### src/rtl/adder_measure_pkg.sv
// Shared state encoding and default parameter values for the adder ring-oscillator
// measurement sequencer.
package adder_measure_pkg;

  localparam int DEF_WIDTH                 = 8;
  localparam int DEF_TIME_COUNTER_BITS     = 32;
  localparam int DEF_RING_OSC_COUNTER_BITS = 32;
  localparam int DEF_SETTLE_CYCLES         = 4;

  localparam logic [2:0] ST_IDLE   = 3'd0;
  localparam logic [2:0] ST_CLEAR  = 3'd1;
  localparam logic [2:0] ST_LOAD   = 3'd2;
  localparam logic [2:0] ST_RUN    = 3'd3;
  localparam logic [2:0] ST_SETTLE = 3'd4;
  localparam logic [2:0] ST_EMIT   = 3'd5;

endpackage

### src/rtl/adder_measure_sequencer_if.sv
// Result stream of the measurement sequencer: one valid/ready beat per measured step.
interface adder_measure_sequencer_if
  import adder_measure_pkg::*;
#(
  parameter int WIDTH                 = DEF_WIDTH,
  parameter int RING_OSC_COUNTER_BITS = DEF_RING_OSC_COUNTER_BITS
);
  logic                             res_valid;
  logic                             res_ready;
  logic                             res_bypass;
  logic [$clog2(WIDTH)-1:0]         res_bit;
  logic [RING_OSC_COUNTER_BITS-1:0] res_count;
  logic                             res_last;

  modport master (
    output res_valid, res_bypass, res_bit, res_count, res_last,
    input  res_ready
  );

  modport slave (
    input  res_valid, res_bypass, res_bit, res_count, res_last,
    output res_ready
  );
endinterface

### src/rtl/onehot_low_decode.sv
// Index to active-low one-hot vector; all ones when not enabled.
module onehot_low_decode #(
  parameter int WIDTH = 8
) (
  input  logic [$clog2(WIDTH)-1:0] idx,
  input  logic                     en,
  output logic [WIDTH-1:0]         vec_b
);
  localparam int IW = $clog2(WIDTH);

  // decode one selected bit low
  always_comb begin
    vec_b = {WIDTH{1'b1}};
    for (int i = 0; i < WIDTH; i++) begin
      if (en && (idx == IW'(i))) begin
        vec_b[i] = 1'b0;
      end else begin
        vec_b[i] = 1'b1;
      end
    end
  end
endmodule

### src/rtl/adder_measure_sequencer.sv
// Steps an adder ring oscillator through a bypass calibration and per-bit paths,
// capturing the ring count for each step and streaming it out.
module adder_measure_sequencer
  import adder_measure_pkg::*;
#(
  parameter int WIDTH                 = DEF_WIDTH,
  parameter int TIME_COUNTER_BITS     = DEF_TIME_COUNTER_BITS,
  parameter int RING_OSC_COUNTER_BITS = DEF_RING_OSC_COUNTER_BITS,
  parameter int SETTLE_CYCLES         = DEF_SETTLE_CYCLES
) (
  input  logic                             clk,
  input  logic                             reset_b,
  input  logic                             start,
  input  logic                             abort,
  input  logic                             sweep,
  input  logic                             cal,
  input  logic [$clog2(WIDTH)-1:0]         bit_sel,
  input  logic [TIME_COUNTER_BITS-1:0]     integ_time,
  output logic                             adder_reset,
  output logic                             stop_b,
  output logic                             bypass_b,
  output logic                             counter_load,
  output logic                             counter_enable,
  output logic [WIDTH-1:0]                 a_input_ring_bit_b,
  output logic [WIDTH-1:0]                 s_output_bit_b,
  input  logic                             done,
  input  logic [RING_OSC_COUNTER_BITS-1:0] ring_osc_counter,
  adder_measure_sequencer_if.master        res,
  output logic                             busy,
  output logic                             err
);
  localparam int BSW = $clog2(WIDTH);
  localparam int SCW = $clog2(SETTLE_CYCLES + 1);

  logic [2:0]                       state_r, state_nxt_s;
  logic                             step_byp_r, step_byp_nxt_s;
  logic [BSW-1:0]                   step_bit_r, step_bit_nxt_s;
  logic                             sweep_r, cal_r;
  logic [BSW-1:0]                   bit_sel_r;
  logic [TIME_COUNTER_BITS-1:0]     integ_time_r;
  logic                             run_seen_r;
  logic [SCW-1:0]                   settle_cnt_r;
  logic                             res_valid_r, res_bypass_r, res_last_r;
  logic [BSW-1:0]                   res_bit_r;
  logic [RING_OSC_COUNTER_BITS-1:0] res_count_r;
  logic                             adder_reset_r, stop_b_r, bypass_b_r;
  logic                             counter_load_r, counter_enable_r, busy_r, err_r;
  logic [WIDTH-1:0]                 a_vec_r, s_vec_r, a_vec_s, s_vec_s;
  logic                             accept_s, is_last_s, settle_done_s, active_nxt_s;
  logic                             unused_s;

  assign accept_s      = start && (integ_time != {TIME_COUNTER_BITS{1'b0}})
                         && (sweep || (32'(bit_sel) < 32'(WIDTH)));
  assign is_last_s     = !step_byp_r && (!sweep_r || (step_bit_r == BSW'(WIDTH - 1)));
  assign settle_done_s = (settle_cnt_r == SCW'(SETTLE_CYCLES - 1));
  assign active_nxt_s  = (state_nxt_s == ST_CLEAR) || (state_nxt_s == ST_LOAD)
                         || (state_nxt_s == ST_RUN) || (state_nxt_s == ST_SETTLE);
  // integration time is held for the external timer; nothing in here consumes it
  assign unused_s      = ^integ_time_r;

  // next state and step selection; abort overrides every other transition
  always_comb begin
    state_nxt_s    = state_r;
    step_byp_nxt_s = step_byp_r;
    step_bit_nxt_s = step_bit_r;
    if (abort && (state_r != ST_IDLE)) begin
      state_nxt_s = ST_IDLE;
    end else begin
      case (state_r)
        ST_IDLE: begin
          if (accept_s) begin
            state_nxt_s    = ST_CLEAR;
            step_byp_nxt_s = cal;
            step_bit_nxt_s = sweep ? {BSW{1'b0}} : bit_sel;
          end else begin
            state_nxt_s = ST_IDLE;
          end
        end
        ST_CLEAR: state_nxt_s = ST_LOAD;
        ST_LOAD:  state_nxt_s = ST_RUN;
        ST_RUN: begin
          if (run_seen_r && done) begin
            state_nxt_s = ST_SETTLE;
          end else begin
            state_nxt_s = ST_RUN;
          end
        end
        ST_SETTLE: begin
          if (settle_done_s) begin
            state_nxt_s = ST_EMIT;
          end else begin
            state_nxt_s = ST_SETTLE;
          end
        end
        ST_EMIT: begin
          if (!res.res_ready) begin
            state_nxt_s = ST_EMIT;
          end else if (res_last_r) begin
            state_nxt_s = ST_IDLE;
          end else if (step_byp_r) begin
            state_nxt_s    = ST_CLEAR;
            step_byp_nxt_s = 1'b0;
            step_bit_nxt_s = sweep_r ? {BSW{1'b0}} : bit_sel_r;
          end else begin
            state_nxt_s    = ST_CLEAR;
            step_bit_nxt_s = step_bit_r + BSW'(1);
          end
        end
        default: state_nxt_s = ST_IDLE;
      endcase
    end
  end

  onehot_low_decode #(.WIDTH(WIDTH)) u_a_dec (
    .idx(step_bit_nxt_s), .en(active_nxt_s && !step_byp_nxt_s), .vec_b(a_vec_s)
  );
  onehot_low_decode #(.WIDTH(WIDTH)) u_s_dec (
    .idx(step_bit_nxt_s), .en(active_nxt_s && !step_byp_nxt_s), .vec_b(s_vec_s)
  );

  // sequencing state, latched run configuration and result capture
  always_ff @(posedge clk) begin
    if (!reset_b) begin
      state_r      <= ST_IDLE;
      step_byp_r   <= 1'b0;
      step_bit_r   <= {BSW{1'b0}};
      sweep_r      <= 1'b0;
      cal_r        <= 1'b0;
      bit_sel_r    <= {BSW{1'b0}};
      integ_time_r <= {TIME_COUNTER_BITS{1'b0}};
      run_seen_r   <= 1'b0;
      settle_cnt_r <= {SCW{1'b0}};
      res_valid_r  <= 1'b0;
      res_bypass_r <= 1'b0;
      res_last_r   <= 1'b0;
      res_bit_r    <= {BSW{1'b0}};
      res_count_r  <= {RING_OSC_COUNTER_BITS{1'b0}};
    end else begin
      state_r      <= state_nxt_s;
      step_byp_r   <= step_byp_nxt_s;
      step_bit_r   <= step_bit_nxt_s;
      run_seen_r   <= (state_r == ST_RUN);
      settle_cnt_r <= (state_r == ST_SETTLE) ? settle_cnt_r + SCW'(1) : {SCW{1'b0}};
      res_valid_r  <= (state_nxt_s == ST_EMIT);
      if ((state_r == ST_IDLE) && accept_s) begin
        sweep_r      <= sweep;
        cal_r        <= cal;
        bit_sel_r    <= bit_sel;
        integ_time_r <= integ_time;
      end
      if ((state_r == ST_SETTLE) && (state_nxt_s == ST_EMIT)) begin
        res_count_r  <= ring_osc_counter;
        res_bypass_r <= step_byp_r;
        res_bit_r    <= step_byp_r ? {BSW{1'b0}} : step_bit_r;
        res_last_r   <= is_last_s;
      end
    end
  end

  // adder-facing controls registered from the upcoming state so they align with it
  always_ff @(posedge clk) begin
    if (!reset_b) begin
      adder_reset_r    <= 1'b1;
      stop_b_r         <= 1'b0;
      bypass_b_r       <= 1'b1;
      counter_load_r   <= 1'b0;
      counter_enable_r <= 1'b0;
      a_vec_r          <= {WIDTH{1'b1}};
      s_vec_r          <= {WIDTH{1'b1}};
      busy_r           <= 1'b0;
      err_r            <= 1'b0;
    end else begin
      adder_reset_r    <= (state_nxt_s == ST_IDLE) || (state_nxt_s == ST_CLEAR);
      stop_b_r         <= (state_nxt_s == ST_LOAD) || (state_nxt_s == ST_RUN);
      bypass_b_r       <= !(active_nxt_s && step_byp_nxt_s);
      counter_load_r   <= (state_nxt_s == ST_LOAD);
      counter_enable_r <= (state_nxt_s == ST_RUN);
      a_vec_r          <= a_vec_s;
      s_vec_r          <= s_vec_s;
      busy_r           <= (state_nxt_s != ST_IDLE);
      err_r            <= (state_r == ST_IDLE) && start && !accept_s;
    end
  end

  assign adder_reset        = adder_reset_r;
  assign stop_b             = stop_b_r;
  assign bypass_b           = bypass_b_r;
  assign counter_load       = counter_load_r;
  assign counter_enable     = counter_enable_r;
  assign a_input_ring_bit_b = a_vec_r;
  assign s_output_bit_b     = s_vec_r;
  assign busy               = busy_r;
  assign err                = err_r;
  assign res.res_valid      = res_valid_r;
  assign res.res_bypass     = res_bypass_r;
  assign res.res_bit        = res_bit_r;
  assign res.res_count      = res_count_r;
  assign res.res_last       = res_last_r;
endmodule

### src/flat_wrapper.sv
// flat-port wrapper written by rule: the top's interface ports become plain ports
module adder_measure_sequencer_flat import adder_measure_pkg::*;
#(
  parameter int WIDTH                 = DEF_WIDTH,
  parameter int TIME_COUNTER_BITS     = DEF_TIME_COUNTER_BITS,
  parameter int RING_OSC_COUNTER_BITS = DEF_RING_OSC_COUNTER_BITS,
  parameter int SETTLE_CYCLES         = DEF_SETTLE_CYCLES
)
  (clk, reset_b, start, abort, sweep, cal, bit_sel, integ_time, adder_reset, stop_b, bypass_b, counter_load, counter_enable, a_input_ring_bit_b, s_output_bit_b, done, ring_osc_counter, busy, err, res_res_valid, res_res_bypass, res_res_bit, res_res_count, res_res_last, res_res_ready);
  adder_measure_sequencer_if #(.WIDTH(WIDTH), .RING_OSC_COUNTER_BITS(RING_OSC_COUNTER_BITS)) res_i ();
  input  logic clk;
  input  logic reset_b;
  input  logic start;
  input  logic abort;
  input  logic sweep;
  input  logic cal;
  input  logic [$clog2(WIDTH)-1:0] bit_sel;
  input  logic [TIME_COUNTER_BITS-1:0] integ_time;
  output logic adder_reset;
  output logic stop_b;
  output logic bypass_b;
  output logic counter_load;
  output logic counter_enable;
  output logic [WIDTH-1:0] a_input_ring_bit_b;
  output logic [WIDTH-1:0] s_output_bit_b;
  input  logic done;
  input  logic [RING_OSC_COUNTER_BITS-1:0] ring_osc_counter;
  output logic busy;
  output logic err;
  output wire logic [$bits(res_i.res_valid)-1:0] res_res_valid;
  output wire logic [$bits(res_i.res_bypass)-1:0] res_res_bypass;
  output wire logic [$bits(res_i.res_bit)-1:0] res_res_bit;
  output wire logic [$bits(res_i.res_count)-1:0] res_res_count;
  output wire logic [$bits(res_i.res_last)-1:0] res_res_last;
  input wire logic [$bits(res_i.res_ready)-1:0] res_res_ready;
  assign res_res_valid = res_i.res_valid;
  assign res_res_bypass = res_i.res_bypass;
  assign res_res_bit = res_i.res_bit;
  assign res_res_count = res_i.res_count;
  assign res_res_last = res_i.res_last;
  assign res_i.res_ready = res_res_ready;
  adder_measure_sequencer #(.WIDTH(WIDTH), .TIME_COUNTER_BITS(TIME_COUNTER_BITS), .RING_OSC_COUNTER_BITS(RING_OSC_COUNTER_BITS), .SETTLE_CYCLES(SETTLE_CYCLES)) u_core (.clk(clk), .reset_b(reset_b), .start(start), .abort(abort), .sweep(sweep), .cal(cal), .bit_sel(bit_sel), .integ_time(integ_time), .adder_reset(adder_reset), .stop_b(stop_b), .bypass_b(bypass_b), .counter_load(counter_load), .counter_enable(counter_enable), .a_input_ring_bit_b(a_input_ring_bit_b), .s_output_bit_b(s_output_bit_b), .done(done), .ring_osc_counter(ring_osc_counter), .res(res_i), .busy(busy), .err(err));
endmodule
### config.mk
export PLATFORM = sky130hd
export DESIGN_NAME = adder_measure_sequencer_flat
export DESIGN_NICKNAME = d
export VERILOG_FILES = /design/src/rtl/adder_measure_pkg.sv /design/src/rtl/adder_measure_sequencer_if.sv /design/src/rtl/onehot_low_decode.sv /design/src/rtl/adder_measure_sequencer.sv /design/src/flat_wrapper.sv
export SDC_FILE = /design/constraint.sdc
export NUM_CORES = 1
export LEC_CHECK = 0
export BUFFER_PORTS_ARGS = -buffer_cell sky130_fd_sc_hd__clkbuf_2
export CORE_ASPECT_RATIO = 1.4
export CORE_MARGIN = 2
export CORE_UTILIZATION = 49
export DETAILED_ROUTE_END_ITERATION = 10
export PLACE_DENSITY = 0.93
export SLEW_MARGIN = 10
export SYNTH_ARGS = -nofsm -noshare
export SYNTH_HDL_FRONTEND = slang
export SYNTH_SLANG_ARGS = --single-unit
export TNS_END_PERCENT = 30
### constraint.sdc
create_clock -name clk -period 4.7 [get_ports clk]
set_clock_uncertainty 0.1 [all_clocks]
set_input_delay 0.94 -clock clk [delete_from_list [all_inputs] [get_ports clk]]
set_output_delay 0.94 -clock clk [all_outputs]
set_load 0.005 [all_outputs]
=== After elaboration in Yosys (flattened, before gate mapping) ===
Index checks and enable logic that the tools add are counted.

* Bits in registers: 68
* Input port bits: 75
* Output and inout port bits: 61
* Logic and storage cells: 106

* $add $sub $neg: 2
* Equal/unequal tests: 19
* Multiplexer cells: 29
* Reduce and logical (&&, ||, !) cells: 36

{| class="wikitable"
|+ Operators with widths
! operator !! number
|-
| two-way mux 3 bit || 11
|-
| nonzero test 32 bit || 1
|-
| == test 3 bit, second input constant || 9
|-
| == test 3 x 2 -> 1 bit, second input constant || 7
|-
| logical AND 1 bit || 18
|-
| case mux 3 bit (6 select lines) || 1
|-
| two-way mux 1 bit || 15
|-
| == test 3 x 1 -> 1 bit, second input constant || 3
|-
| zero test 3 bit || 3
|-
| adder 3 x 1 -> 3 bit, second input constant || 2
|-
| logical OR 1 bit || 6
|-
| case mux 3 bit (2 select lines) || 1
|-
| nonzero test 3 bit || 2
|-
| zero test 1 bit || 5
|-
| case mux 1 bit (2 select lines) || 1
|-
| AND reduction 2 bit || 1
|}

=== Logic depth before layout (Yosys ltp) ===
* Depth in word-level cells: 12
* Depth in mapped cells: 11
* Depth with buffers taken out: 9

=== Cells and area by module ===
Synthesis repeated with hierarchy kept, for this count alone.

* Cell total of the unflattened synthesis: 342
* Area total of the unflattened synthesis: 3,191.8 um^2

{| class="wikitable"
|+ Modules (own cells, without submodules)
! module !! instances !! cells an instance !! area an instance (um^2) !! seq. area each (um^2)
|-
| adder_measure_sequencer || 1 || 326 || 3,039.2 || 1,521.5
|-
| onehot_low_decode || 2 || 8 || 76.3 || 0.0
|}

=== Least setup slack after synthesis ===
No wires, ideal clock.

* Kind: input port to flip-flop
* From: in integ_time[16]
* To: reg u_core.a_vec_r[2], in the netlist u_core.a_input_ring_bit_b[2]
* Library setup time: 127 ps
* Arrival: 2,796 ps
* Data required time: 4,473 ps
* Path slack: 1,677 ps
* Cell stages on the path: 6
* Buffers on the path: 0
* Cells stage by stage: nor4_1 nand2_1 or4_1 and4b_4 a221oi_2 or3b_1

* Word-level cells in the longest chain between the ends: 12
* Elaborated cells between the ends (all ways): 23
* Those cells by class: eq/ne: 5; mux: 10; reduce/logical: 8

{| class="wikitable"
|+ Ends and longest elaborated chain
! element !! line !! RTL
|-
| from (decl) || flat_wrapper.sv:18 || <nowiki>input logic [TIME_COUNTER_BITS-1:0] integ_time;</nowiki>
|-
| nonzero test 32 bit * || adder_measure_sequencer.sv:52 || <nowiki>assign accept_s = start && (integ_time != {TIME_COUNTER_BITS{1'b0}})</nowiki>
|-
| logical AND 1 bit * || adder_measure_sequencer.sv:52 ||
|-
| two-way mux 1 bit || adder_measure_sequencer.sv:71 || <nowiki>if (accept_s) begin</nowiki>
|-
| case mux 3 bit (6 select lines) || adder_measure_sequencer.sv:69 || <nowiki>case (state_r)</nowiki>
|-
| two-way mux 3 bit || adder_measure_sequencer.sv:66 || <nowiki>if (abort && (state_r != ST_IDLE)) begin</nowiki>
|-
| == test 3 x 1 -> 1 bit / == test 3 x 2 -> 1 bit (equally long branches) || adder_measure_sequencer.sv:56 || <nowiki>assign active_nxt_s = (state_nxt_s == ST_CLEAR) || (state_nxt_s == ST_LOAD)</nowiki>
|-
| logical OR 1 bit || adder_measure_sequencer.sv:56 ||
|-
| logical OR 1 bit (2 in a row) || adder_measure_sequencer.sv:57 || <nowiki>|| (state_nxt_s == ST_RUN) || (state_nxt_s == ST_SETTLE);</nowiki>
|-
| logical AND 1 bit || adder_measure_sequencer.sv:115 || <nowiki>.idx(step_bit_nxt_s), .en(active_nxt_s && !step_byp_nxt_s), .vec_b(a_vec_s)</nowiki>
|-
| logical AND 1 bit * || onehot_low_decode.sv:15 || <nowiki>if (en && (idx == IW'(i))) begin</nowiki>
|-
| two-way mux 1 bit * || onehot_low_decode.sv:15 ||
|-
| to (signal assigned) || adder_measure_sequencer.sv:168 || <nowiki>a_vec_r <= {WIDTH{1'b1}};</nowiki>
|-
| to (signal assigned) || adder_measure_sequencer.sv:178 || <nowiki>a_vec_r <= a_vec_s;</nowiki>
|-
| to (decl) || adder_measure_sequencer.sv:48 || <nowiki>logic [WIDTH-1:0] a_vec_r, s_vec_r, a_vec_s, s_vec_s;</nowiki>
|}

Mark *: on every way between the ends. The rest lies on a longest branch, timed or not.
A chain may end at the register's enable or synchronous reset.

=== Worst setup path after layout ===
* From: in integ_time[24]
* To: reg u_core.a_vec_r[4], in the netlist u_core.a_input_ring_bit_b[4]

Same word-level chain as after synthesis.

==> results.md <==
* finished clean — result of the run
* 3.11 ns — Arrival @ worst endpoint
* 67.40 um — width of the die
* reg2reg — type of the tightest min-delay check
* 0 — CTS hold repair buffers
* 136 — count of pins on the block boundary
* 0 — total count of max-transition violations in the final report
* 89 — largest net degree at the start of global routing
* clkbuf_2 -> nor4_1 -> nand2_1 -> nor4_1 -> nor2_1 -> a22o_1 -> nor3b_1 -> nand3_1 — cell-by-cell trace of the critical path
* 47.74% — Relative slew margins
* 6252 sq um — Die Footprint
* nor4_1 — cell type with the highest occurrence count on the critical path
* dfxtp_1 — commonest register cell after synthesis
* 1232 sq um — footprint of the multi-input gates
* 0.2198 mV — peak supply drop
* 0 — Overflow after GRT
* 135 — count of input and output buffers
* 0 — initial antenna violation count
* primary input — startpoint type of the worst setup path
* dfxtp_1 — most area-hungry cell type in the Yosys netlist
* 0.33 ns — insertion delay to the later sink of the worst-skew pair
* 1.213 mW — overall power of the completed layout
* 429 — Fill cells
* 2624 — via count of the first global-routing pass
* 1.604 nW — Leak Pwr
* 7 — Critical Path Fanout Max
* 1361 sq um — Sequential cell area
* 49.36% — share of the synthesized area in the top cell type
* 92.77 um — vertical die dimension
* 49.36% — sequential share of the synthesized area
* 0 — Final Hold Fails
* 0 — post-route ant nets
* 2 — Clock Path Buffers
* 5.301 — Vias/cell
* 2758 sq um — area of the mapped netlist
* 12.75 um — WL per Instance
* 0.07 ns — clock transition at the registers of the reported paths
* 330.9 MHz — highest attainable clock frequency
* 244 — Iter 0 DRT Violations
* 0 — count of antenna diodes in the layout
* 42 — Distinct cells, synth
* 35.78% — layout cell share with drive strength beyond 1
* in2reg — kind of critical path
* clkbuf_8 — CTS Root Cell
* 0.7839 ns — transition at the pin with the smallest max-transition slack
* 0 — count of flip-flops with a built-in enable after synthesis
* 10.84 mm — global-route wire length before repair
* 68 — number of flip-flops and latches in the synthesized netlist
* 524 — final net count
* 68 — number of sinks handled by clock tree synthesis
* 328 — synthesized instance count
* 0 — number of gates given a new drive strength after cts
* 4.79 ns — Worst EP required
* simple AND/OR/NAND/NOR gates — Top Family by Delay on Critical Path
* 2746 — via total after detailed routing
* dfxtp_1 — top-count cell post-synth
* 68 x dfxtp_1, 53 x nand2_1, 42 x o21ai_0 — cell types with the highest counts after synthesis
* 335.6 nW/um^2 — power density over cell area
* 31.03% — layout overhead on the synthesized area
* 9 — total clock buffers created by CTS
* 0 — final setup violation count
* 6.604 mm — detailed-route wire length
* 0% — post-synthesis async set-or-reset flop share
* 0 — yosys warns
* 8.407 sq um — Syn Area/Cell
* 0 — max cap viols
* 32 — placement row count
* built — clock tree from TritonCTS
* flop — element type at the critical path end
* 50.27% — effective utilization at floorplan
* 3.022 ns — minimum period implied by the final worst setup slack
* 5485 sq um — Core ar.
* 1 — CP Buf/Inv Count
* 0.9092 — RD Place Congestion
* false — setup repair after global routing missed its margin
* 3 — H-tree levels
* dfxtp_1 49%, o21ai_0 7.6%, nand2_1 7.2% — leading cell types by total area after synthesis
* 407 — Synth Net Count
* 4 — first-pass iteration count of the detailed router
* 0 ns — Total Negative Setup Slacks
* 4.746 mm — detailed-placement wirelength estimate
* nor4_1 — slowest CP cell
* 0 — DRC viols
* 0 — # Post-CTS Setup Buffers
* 64.30% — final period utilization
* 22.67% — Total GRT Usage
* 0.56 ns — crit-path max cell delay
final timing paths:
kind / depth (start not counted) / end / slack [ns] / start
setup / recovery: 8 / u_core.a_input_ring_bit_b[4] / 1.68 / integ_time[24]
hold reg to reg: 1 / u_core.settle_cnt_r[0] / 0.34 / u_core.settle_cnt_r[0]
setup reg to reg: 7 / u_core.a_input_ring_bit_b[4] / 2.18 / u_core.state_r[0]
hold / removal: 1 / u_core.settle_cnt_r[0] / 0.34 / u_core.settle_cnt_r[0]
power breakdown:
group          total (mW)  internal [mW]  switching (mW)
clock               0.524          0.313           0.211
sequential          0.593          0.585         0.00863
combinational      0.0952         0.0450          0.0502
layer usage:
layer	global-route usage, %	routed length [um]	vias to the layer above	share of wire [%]
met5	0	0	-	0
met4	12.76	208	0	3.1
met3	6.683	531	23	8.0
met2	39.44	3401	146	51
met1	23.47	2462	1213	37
li1	-	-	1364	-
worst reg2reg max path: cells and delay by family (launching register included):
kind / cells / cell delay (ns)
flip-flops: 1 / 0.57
AND/OR/NAND/NOR: 4 / 1.29
AO/OA/AOI/OAI: 2 / 0.33
multiplexers: 1 / 0.08
layout by cell type (no fill, tap or decap), drive strengths merged, types with 3 or more instances in the layout:
| master | netlist | final |
|---|---|---|
| a221oi | 3 | 3 |
| a21boi | 3 | 3 |
| nand2 | 53 | 53 |
| clkbuf | 14 | 145 |
| nand4 | 3 | 3 |
| inv | 5 | 5 |
| nand3 | 39 | 39 |
| clkinv | 0 | 4 |
| and2 | 4 | 4 |
| ha | 4 | 4 |
| dfxtp | 68 | 68 |
| nor4 | 10 | 10 |
| and3 | 4 | 4 |
| nor2b | 3 | 3 |
| o21ai | 42 | 42 |
| a21oi | 10 | 10 |
| nor2 | 17 | 17 |
registers in the layout, indices dropped and copies added, names as in the netlist, 3 cells and up:
| signal | count |
|---|---|
| u_core.a_input_ring_bit_b | 8 |
| u_core.bit_sel_r | 3 |
| u_core.res.res_bit | 3 |
| u_core.res.res_count | 32 |
| u_core.settle_cnt_r | 3 |
| u_core.state_r | 3 |
| u_core.step_bit_r | 3 |
through the flow:
stage / setup WS [ns] / instance area (sq um) / util (%) / instances / hold slack, ns
after floorplan: 1.677 / 2758 / - / 328 / 0.2978
after global placement: 1.425 / 3388 / 61.77 / 502 / 0.3052
after detailed placement: 1.400 / 3388 / 61.77 / 502 / 0.3149
after CTS: 1.692 / 3613 / 65.88 / 518 / 0.3402
after global routing: 1.484 / 3613 / 65.88 / 518 / 0.3506
final: 1.678 / 3613 / 65.88 / 518 / 0.3362
logic make-up (layout without fill, tap and decap cells):
group	count (synthesis)	count (layout)	synth area share (%)
adders and majority gates	4	4	1.815
and+or+nand+nor	153	153	27.59
muxes	1	1	0.3630
buffers and inverters	36	158	6.171
AOI/OAI and AO/OA	66	66	14.70
DFF	68	68	49.36
final cells by class:
cell class,count,share of cell area (%)
clock buffers,10,3.809
flip-flops and latches,68,37.67
well taps,68,2.355
clock inverters,6,2.424
multi-input cells,224,34.11
inverters,5,0.5194
repair buffers,137,19.11
Note: power is estimated with default switching activity, not from simulation.
